**src/rtl/pc_update_unit_pkg.sv**
```systemverilog
// Shared definitions for the PC update stage.
// Holds the branch_type and exc_code encodings, the exception FSM state
// encoding and the default reset/vector constants. The branch encodings
// are also used by the control unit through branch_cond_eval.
package pc_update_unit_pkg;

    // branch_type encodings
    localparam logic [1:0] BR_BEQ = 2'b00;
    localparam logic [1:0] BR_BNE = 2'b01;
    localparam logic [1:0] BR_BLE = 2'b10;
    localparam logic [1:0] BR_BGT = 2'b11;

    // exc_code encodings; 2'b11 is reserved and handled as EXC_OPCODE
    localparam logic [1:0] EXC_OPCODE = 2'b00;
    localparam logic [1:0] EXC_OVF    = 2'b01;
    localparam logic [1:0] EXC_DIV0   = 2'b10;
    localparam logic [1:0] EXC_RSVD   = 2'b11;

    // Exception-entry sequence states
    typedef enum logic [1:0] {
        ST_IDLE       = 2'b00,
        ST_EXC_FETCH  = 2'b01,
        ST_EXC_COMMIT = 2'b10
    } exc_state_t;

    localparam logic [31:0] DEFAULT_RESET_PC     = 32'h0000_0000;
    localparam logic [31:0] DEFAULT_EXC_VEC_BASE = 32'd253;

    // Folds the reserved cause onto invalid-opcode.
    function automatic logic [1:0] normalize_exc_code(input logic [1:0] code);
        return (code == EXC_RSVD) ? EXC_OPCODE : code;
    endfunction

endpackage

```
**src/rtl/pc_update_unit_branch_cond_eval.sv**
```systemverilog
// branch_cond_eval: combinational branch-taken decision.
// Ports:
//   branch_type in  [1:0] beq / bne / ble / bgt
//   alu_zero    in        ALU zero flag
//   alu_lt      in        ALU less-than flag
//   take        out       branch condition holds
module branch_cond_eval
    import pc_update_unit_pkg::*;
(
    input  logic [1:0] branch_type,
    input  logic       alu_zero,
    input  logic       alu_lt,
    output logic       take
);

    always_comb begin
        take = 1'b0;
        case (branch_type)
            BR_BEQ:  take = alu_zero;
            BR_BNE:  take = !alu_zero;
            BR_BLE:  take = alu_zero | alu_lt;
            BR_BGT:  take = !alu_zero & !alu_lt;
            default: take = 1'b0;
        endcase
    end

endmodule

```
**src/rtl/pc_update_unit.sv**
```systemverilog
// pc_update_unit: program-counter update stage.
// Owns PC and EPC, applies unconditional/branch PC writes taken from the
// PC-source mux, and runs the exception entry: save EPC, fetch the
// handler byte from memory, load PC with it.
// Ports:
//   clk, reset (async, active-low)
//   pc_next[31:0], pc_write, pc_write_cond, branch_type[1:0],
//   alu_zero, alu_lt              - normal PC update inputs
//   exc_req, exc_code[1:0]        - exception request and cause
//   mem_req, mem_addr[31:0]       - handler-byte read request (decoded)
//   mem_ack, mem_rdata[7:0]       - handler-byte read response
//   pc, epc                       - registered PC / exception PC
//   exc_busy                      - exception sequence in progress
//   pc_written                    - PC was updated at the previous edge
module pc_update_unit
    import pc_update_unit_pkg::*;
#(
    parameter logic [31:0] RESET_PC     = DEFAULT_RESET_PC,
    parameter logic [31:0] EXC_VEC_BASE = DEFAULT_EXC_VEC_BASE
)(
    input  logic        clk,
    input  logic        reset,
    input  logic [31:0] pc_next,
    input  logic        pc_write,
    input  logic        pc_write_cond,
    input  logic [1:0]  branch_type,
    input  logic        alu_zero,
    input  logic        alu_lt,
    input  logic        exc_req,
    input  logic [1:0]  exc_code,
    output logic        mem_req,
    output logic [31:0] mem_addr,
    input  logic        mem_ack,
    input  logic [7:0]  mem_rdata,
    output logic [31:0] pc,
    output logic [31:0] epc,
    output logic        exc_busy,
    output logic        pc_written
);

    exc_state_t  state_q, state_d;
    logic [1:0]  code_q, code_d;
    logic [7:0]  hbyte_q, hbyte_d;
    logic [31:0] pc_q, pc_d;
    logic [31:0] epc_q, epc_d;
    logic        busy_q, busy_d;
    logic        written_q, written_d;

    logic take;
    logic do_write;

    branch_cond_eval u_branch_cond_eval (
        .branch_type (branch_type),
        .alu_zero    (alu_zero),
        .alu_lt      (alu_lt),
        .take        (take)
    );

    assign do_write = pc_write | (pc_write_cond & take);

    always_comb begin
        state_d   = state_q;
        code_d    = code_q;
        hbyte_d   = hbyte_q;
        pc_d      = pc_q;
        epc_d     = epc_q;
        written_d = 1'b0;

        case (state_q)
            ST_IDLE: begin
                // Exception wins over a simultaneous PC write.
                if (exc_req) begin
                    code_d  = normalize_exc_code(exc_code);
                    epc_d   = pc_q - 32'd4;
                    state_d = ST_EXC_FETCH;
                end else if (do_write) begin
                    pc_d      = pc_next;
                    written_d = 1'b1;
                end
            end
            ST_EXC_FETCH: begin
                // No timeout: wait for the ack as long as it takes.
                if (mem_ack) begin
                    hbyte_d = mem_rdata;
                    state_d = ST_EXC_COMMIT;
                end
            end
            ST_EXC_COMMIT: begin
                pc_d      = {24'b0, hbyte_q};
                written_d = 1'b1;
                state_d   = ST_IDLE;
            end
            default: state_d = ST_IDLE;
        endcase

        // Registered busy flag tracks the next state so it lines up with it.
        busy_d = (state_d != ST_IDLE);
    end

    always_ff @(posedge clk or negedge reset) begin
        if (!reset) begin
            state_q   <= ST_IDLE;
            code_q    <= 2'b00;
            hbyte_q   <= 8'h00;
            pc_q      <= RESET_PC;
            epc_q     <= 32'h0000_0000;
            busy_q    <= 1'b0;
            written_q <= 1'b0;
        end else begin
            state_q   <= state_d;
            code_q    <= code_d;
            hbyte_q   <= hbyte_d;
            pc_q      <= pc_d;
            epc_q     <= epc_d;
            busy_q    <= busy_d;
            written_q <= written_d;
        end
    end

    // Request/address decoded from registered state so they drop the
    // instant reset is applied and stay stable through the fetch.
    assign mem_req  = (state_q == ST_EXC_FETCH);
    assign mem_addr = mem_req ? (EXC_VEC_BASE + {30'b0, code_q}) : 32'h0000_0000;

    assign pc         = pc_q;
    assign epc        = epc_q;
    assign exc_busy   = busy_q;
    assign pc_written = written_q;

endmodule

```
**config.mk**
```make
export PLATFORM = sky130hd
export DESIGN_NAME = pc_update_unit
export DESIGN_NICKNAME = d
export VERILOG_FILES = /design/src/rtl/pc_update_unit_pkg.sv /design/src/rtl/pc_update_unit_branch_cond_eval.sv /design/src/rtl/pc_update_unit.sv
export SDC_FILE = /design/constraint.sdc
export NUM_CORES = 1
export LEC_CHECK = 0
export BUFFER_PORTS_ARGS = -buffer_cell sky130_fd_sc_hd__buf_2
export CAP_MARGIN = 20
export CORE_MARGIN = 1.5
export CORE_UTILIZATION = 44
export DETAILED_ROUTE_END_ITERATION = 8
export HOLD_SLACK_MARGIN = 0.06
export PLACE_DENSITY = 0.76
export SYNTH_ARGS = -nofsm -noshare
export SYNTH_HDL_FRONTEND = slang
export SYNTH_SLANG_ARGS = --single-unit
```
**constraint.sdc**
```tcl
create_clock -name clk -period 2.2 [get_ports clk]
set_input_delay 0.11 -clock clk [delete_from_list [all_inputs] [get_ports clk]]
set_output_delay 0.11 -clock clk [all_outputs]
set_load 0.005 [all_outputs]
```
==> results.yml, run 1 <==
sta:
  hold_viol: 0
  clock_skew_ns: 0.0172
  slew_viol_final: 0
  tightest_slew_ns: 0.682
  fin_crit_sh: 0.983
  slew_headroom: 0.544
  fmaxAchievable_mhz: 462
  rsz0062_at_grt: "true"
  timing.final.crit_period_ns: 2.16
  setup_viol: 0
  setup_slack_ns: 0.0364
floorplanning:
  die_h_um: 95.5
  ioPinCount: 151
  die_area_um2: 9120
  num_rows: 33
  start_util: 0.456
  die_w_um: 95.5
  core_area_um2: 8260
power_and_ir_drop:
  switching_share: 0.380
  intPower_mw: 4.33
  power_density_nw_per_um2: 1340
  p_clk_frac: 0.186
  vdd_drop_max_uv: 747
  power_frac_comb: 0.432
  p_leak_nw: 2.55
  pwr-share-seq: 0.382
  total_power_mw: 6.99
  p_sw_mw: 2.66
final_layout:
  multiInputGateArea_um2: 1630
  fin_util: 0.633
  final_nets: 585
  regArea_um2: 1950
  post-route-cell-area_um2: 5230
  n_antenna_cell: 0
  area_growth_pct: 38.9
  n_fill_cell: 699
  drive_gt1_frac: 0.353
yosys:
  avgSynthCellArea_um2: 10.6
  synth_top_area_share: 0.519
  synth-edff-count: 0
  yosysWarnings: 0
  synth_common_cells: "78 x dfrtp_1, 54 x nand2_1, 29 x buf_4"
  synth_most_common_cell: "dfrtp_1"
  ys_seq_area_frac: 0.519
  synthArstFlopShare: 1.00
  ys_ff_latch: 78
  ys_types: 42
  yosys-top-cells-area: "dfrtp_1 52%, buf_4 5.8%, a22o_1 5.6%, nand2_1 5.4%, xnor2_1 5.4%"
  syn_inst: 356
  synth_largest_area_cell: "dfrtp_1"
  synthFlopType: "dfrtp_1"
  syn-cell-area_um2: 3760
place:
  dpl_cell_area_um2: 4460
  dp_slack_ns: -0.0171
  portBuffers: 127
  dpl.hpwl_mm: 6.51
  gp_congestion: 0.816
setup_path:
  cp.required_ns: 2.41
  cp-start-kind: "flop"
  cp_slowest_stage_delay_ns: 0.52
  worstPathArrival_ns: 2.38
  crit_path_end_kind: "flop"
  path_cells: "inv_2, ha_4, or4b_4, or4_4, nor4_4, xnor2_1, o21ai_1"
  slowest_stage: "or4_4"
  worst-setup-path-type: "reg2reg"
  worstPathMaxFanout: 5
detailed_routing:
  drt_pass1_iterations: 4
  drt_iter0_markers: 140
  routed-via-count: 3217
  postRouteAntennaNets: 0
  wl_per_cell_um: 15.0
  routed_wl_mm: 9.61
  route.detailed.drc: 0
  viasPerCell: 5.02
clock_network:
  clock-sinks: 78
  cts_tree: "done"
  htreeDepth: 3
  clkLatencyLatePin_ns: 0.35
  clk_pin_slew_worst_paths_ns: 0.08
  cts-root-buf: "clkbuf_8"
  numCtsBuffers: 9
  ctsLongestPathBuffers: 2
global_routing:
  grt_overflow: 0
  track_usage: 0.219
  antenna_found_initial: 0
  grt_max_degree: 59
  grt_pass1_vias: 3102
  grt_pass1_wl_mm: 15.3
flow_run:
  max-cap-violations: 0
status:
  status: "completed"
hold_path:
  hp-class: "in2reg"
==> worst max-delay path: cells and delay by family, from the launching register on <==
family	cells	cell delay [ns]
AO/OA/AOI/OAI	1	0.08
AND/OR/NAND/NOR	3	1.16
adder cells (fa/ha/maj)	1	0.14
flip-flops	1	0.39
XOR/XNOR	1	0.16
buffers and inverters	1	0.09
==> metal layers <==
metal / routed length [um] / vias to the layer above / share of wire / track usage
li1: - / 1545 / - / -
met1: 4000 / 1560 / 0.42 / 0.274
met2: 5000 / 94 / 0.52 / 0.381
met3: 402 / 18 / 0.042 / 0.0319
met4: 202 / 0 / 0.021 / 0.0797
met5: 0 / - / 0 / 0
==> final cells by class <==
cell class | instances | share of cell area
clock buffers | 9 | 0.0237
clock inverters | 7 | 0.0230
inverters | 5 | 0.00359
multi-input cells | 249 | 0.313
flip-flops and latches | 78 | 0.373
well taps | 105 | 0.0251
repair buffers | 188 | 0.238
==> worst paths after layout <==
path,from,to,slack (ns),depth (start not counted)
worst max-delay path,pc[3],epc[26],0.04,7
worst min-delay path,exc_req,exc_busy,0.15,3
worst max register to register,pc[3],epc[26],0.04,7
worst min register to register,epc[0],epc[0],0.48,2
max in group asynchronous,reset,pc[28],1.32,3
min in group asynchronous,reset,hbyte_q[3],0.28,2
==> power groups by stage <==
stage	logic, mW	registers [mW]	clock network [mW]
global route	3.33	2.78	1.39
detailed placement	2.82	2.69	0
floorplan	1.71	2.66	0
finish	3.02	2.67	1.30
global placement	2.73	2.67	0
CTS	3.01	2.67	1.32
==> logic make-up after synthesis <==
logic type	count (synthesis)	synth area share
flops	78	0.519
mux	8	0.0239
simple gates	120	0.180
other cells	1	0.000996
compound gates	70	0.126
buf+inv	51	0.0834
xor+xnor	26	0.0605
fa+ha+maj	2	0.00665
==> state kept, by name, indices dropped and copies added, names as in the netlist <==
name,count
hbyte_q,8
pc_written,1
code_q,2
epc,32
pc,32
exc_busy,1
state_q,2
==> what timing repair did <==
action                                  4_1_cts  5_1_grt
hold buffers                                 45        0
pin swaps                                     5        1
gates resized for setup                       7        2
gates cloned                                  0        0
buffers inserted                              4        0
endpoints found under the setup margin        5       12
hold endpoints to repair                     81        0
==> per-stage QoR <==
stage / hold slack, ns / setup TNS, ns / instances
floorplan: -0.186 / 0 / 378
global placement: 0.106 / 0 / 576
detailed placement: 0.117 / -0.0171 / 576
CTS: 0.129 / 0 / 641
global route: 0.161 / -0.340 / 641
finish: 0.148 / 0 / 641
==> cell usage in the layout (no fill, tap or decap), types with 4 or more instances in the layout <==
cell | netlist | final
buf_2 | 5 | 126
conb_1 | 1 | 23
nand2_1 | 54 | 53
nor4_1 | 9 | 8
nand3b_1 | 4 | 4
buf_4 | 29 | 14
dfrtp_1 | 78 | 78
nor3_1 | 8 | 7
nor2_1 | 13 | 13
a22o_1 | 24 | 24
dlygate4sd3_1 | 0 | 45
nor4_4 | 2 | 4
clkbuf_8 | 0 | 9
mux2_2 | 8 | 8
o21ai_0 | 20 | 20
a22oi_1 | 8 | 8
xnor2_1 | 23 | 23
o21ai_1 | 11 | 11
Note: power is estimated with default switching activity, not from simulation.
==> inputs of run 2 (changes only) <==
PLACE_DENSITY = 0.89   (was 0.76)
==> results.yml, run 2 (same netlist as run 1, synthesis figures left out) <==
final_layout:
  final_nets: 582
  post-route-cell-area_um2: 5070
  n_antenna_cell: 0
  area_growth_pct: 34.7
  final_cell_mix: "126 x buf_2, 78 x dfrtp_1, 53 x nand2_1, 45 x dlygate4sd3_1, 24 x a22o_1"
  drive_gt1_frac: 0.340
  layout_commonest_cell: "buf_2"
  fin_util: 0.614
sta:
  setup_slack_ns: 0.000897
  rsz0062_at_grt: "true"
  tightest_slew_ns: 0.962
  fmaxAchievable_mhz: 455
  clock_skew_ns: 0.00813
  slew_headroom: 0.359
  fin_crit_sh: 1.00
  slew_viol_final: 0
  timing.final.crit_period_ns: 2.20
  hold_viol: 0
  setup_viol: 0
  hold_ws_ns: 0.128
setup_path:
  crit_buf_inv: 1
  crit_path_end_kind: "flop"
  cp.required_ns: 2.41
  worst-setup-path-type: "reg2reg"
  path_cells: "inv_2, ha_4, or4b_4, or4_4, nor4_4, xnor2_1, o21ai_1"
  cp-start-kind: "flop"
  slowest_stage: "or4_4"
  cp_top_family: "simple AND/OR/NAND/NOR gates"
  worstPathArrival_ns: 2.41
  cp_slowest_stage_delay_ns: 0.51
  worstPathMaxFanout: 5
power_and_ir_drop:
  total_power_mw: 6.53
  p_leak_nw: 2.48
  vdd_drop_max_uv: 819
  power_density_nw_per_um2: 1290
place:
  portBuffers: 127
  dpl.hpwl_mm: 6.53
  dp_slack_ns: -0.0342
  dpl_cell_area_um2: 4420
  gp_congestion: 0.841
clock_network:
  htreeDepth: 3
  ctsLongestPathBuffers: 2
  clock-sinks: 78
  clk_pin_slew_worst_paths_ns: 0.08
  cts-root-buf: "clkbuf_8"
  clkLatencyLatePin_ns: 0.34
  cts_tree: "done"
  numCtsBuffers: 9
floorplanning:
  ioPinCount: 151
  die_w_um: 95.5
  start_util: 0.456
  core_area_um2: 8260
  num_rows: 33
  die_area_um2: 9120
  die_h_um: 95.5
detailed_routing:
  postRouteAntennaNets: 0
  route.met2.wl_mm: 5.05
  drt_iter0_markers: 190
  dr.max_layer_used: "met4"
  routed_wl_mm: 9.67
  wl_per_cell_um: 15.2
  route.detailed.drc: 0
  routed-via-count: 3237
  wl_met3_um: 413
  drt-met1-wl_mm: 3.93
  viasPerCell: 5.07
  drt_pass1_iterations: 4
global_routing:
  grt_overflow: 0
  antenna_found_initial: 0
  grt_pass1_wl_mm: 15.0
  grt_pass1_vias: 3139
  grt_max_degree: 79
  track_usage: 0.220
flow_run:
  max-cap-violations: 0
status:
  status: "completed"
hold_path:
  hp-class: "in2reg"
[run 2: final cells by class]
cell class / count / area (um2)
repair buffers: 185 / 1200
flip-flops and latches: 78 / 1950
clock buffers: 12 / 145
multi-input cells: 249 / 1600
well taps: 105 / 131
fillers: 706 / 3190
inverters: 5 / 18.8
clock inverters: 4 / 22.5
[run 2: metal layers]
metal | up-vias | track usage
met2 | 109 | 0.384
met3 | 25 | 0.0447
met4 | 0 | 0.112
met1 | 1556 | 0.256
met5 | - | 0
li1 | 1547 | -
[run 2: power breakdown]
| group | internal, mW | switching, mW | total [mW] |
|---|---|---|---|
| sequential | 2.07 | 0.635 | 2.71 |
| clock | 0.436 | 0.498 | 0.934 |
| combinational | 1.45 | 1.45 | 2.89 |
[run 2: tightest hold or removal path, delay by kind of cell]
kind / cells / cell delay, ns
simple gates: 2 / 0.20
buf+inv: 1 / 0.11
[run 2: through the flow]
stage,std cells,setup TNS [ns]
2_1_floorplan,378,0
3_3_place_gp,574,0
3_5_place_dp,574,-0.0436
4_1_cts,637,0
5_1_grt,638,-0.402
6_report,638,0
[run 2: what timing repair did]
| action | CTS | global route |
|---|---|---|
| hold buffers | 45 | 0 |
| resized for setup | 4 | 0 |
| hold endpoints to repair | 121 | 0 |
| buffers inserted | 2 | 1 |
| endpoints found under the setup margin | 5 | 7 |
| pin swaps | 1 | 1 |
[run 2: final timing paths]
kind                              start    endpoint  slack (ns)  cells past startpoint
worst min-delay path            exc_req    exc_busy        0.13                      3
worst max-delay path              pc[2]     epc[28]      0.0009                      7
worst max register to register    pc[2]     epc[28]      0.0009                      7
max in group asynchronous         reset      pc[23]        1.09                      2
min in group asynchronous         reset  hbyte_q[3]        0.47                      2
worst min register to register   epc[0]      epc[0]        0.48                      2
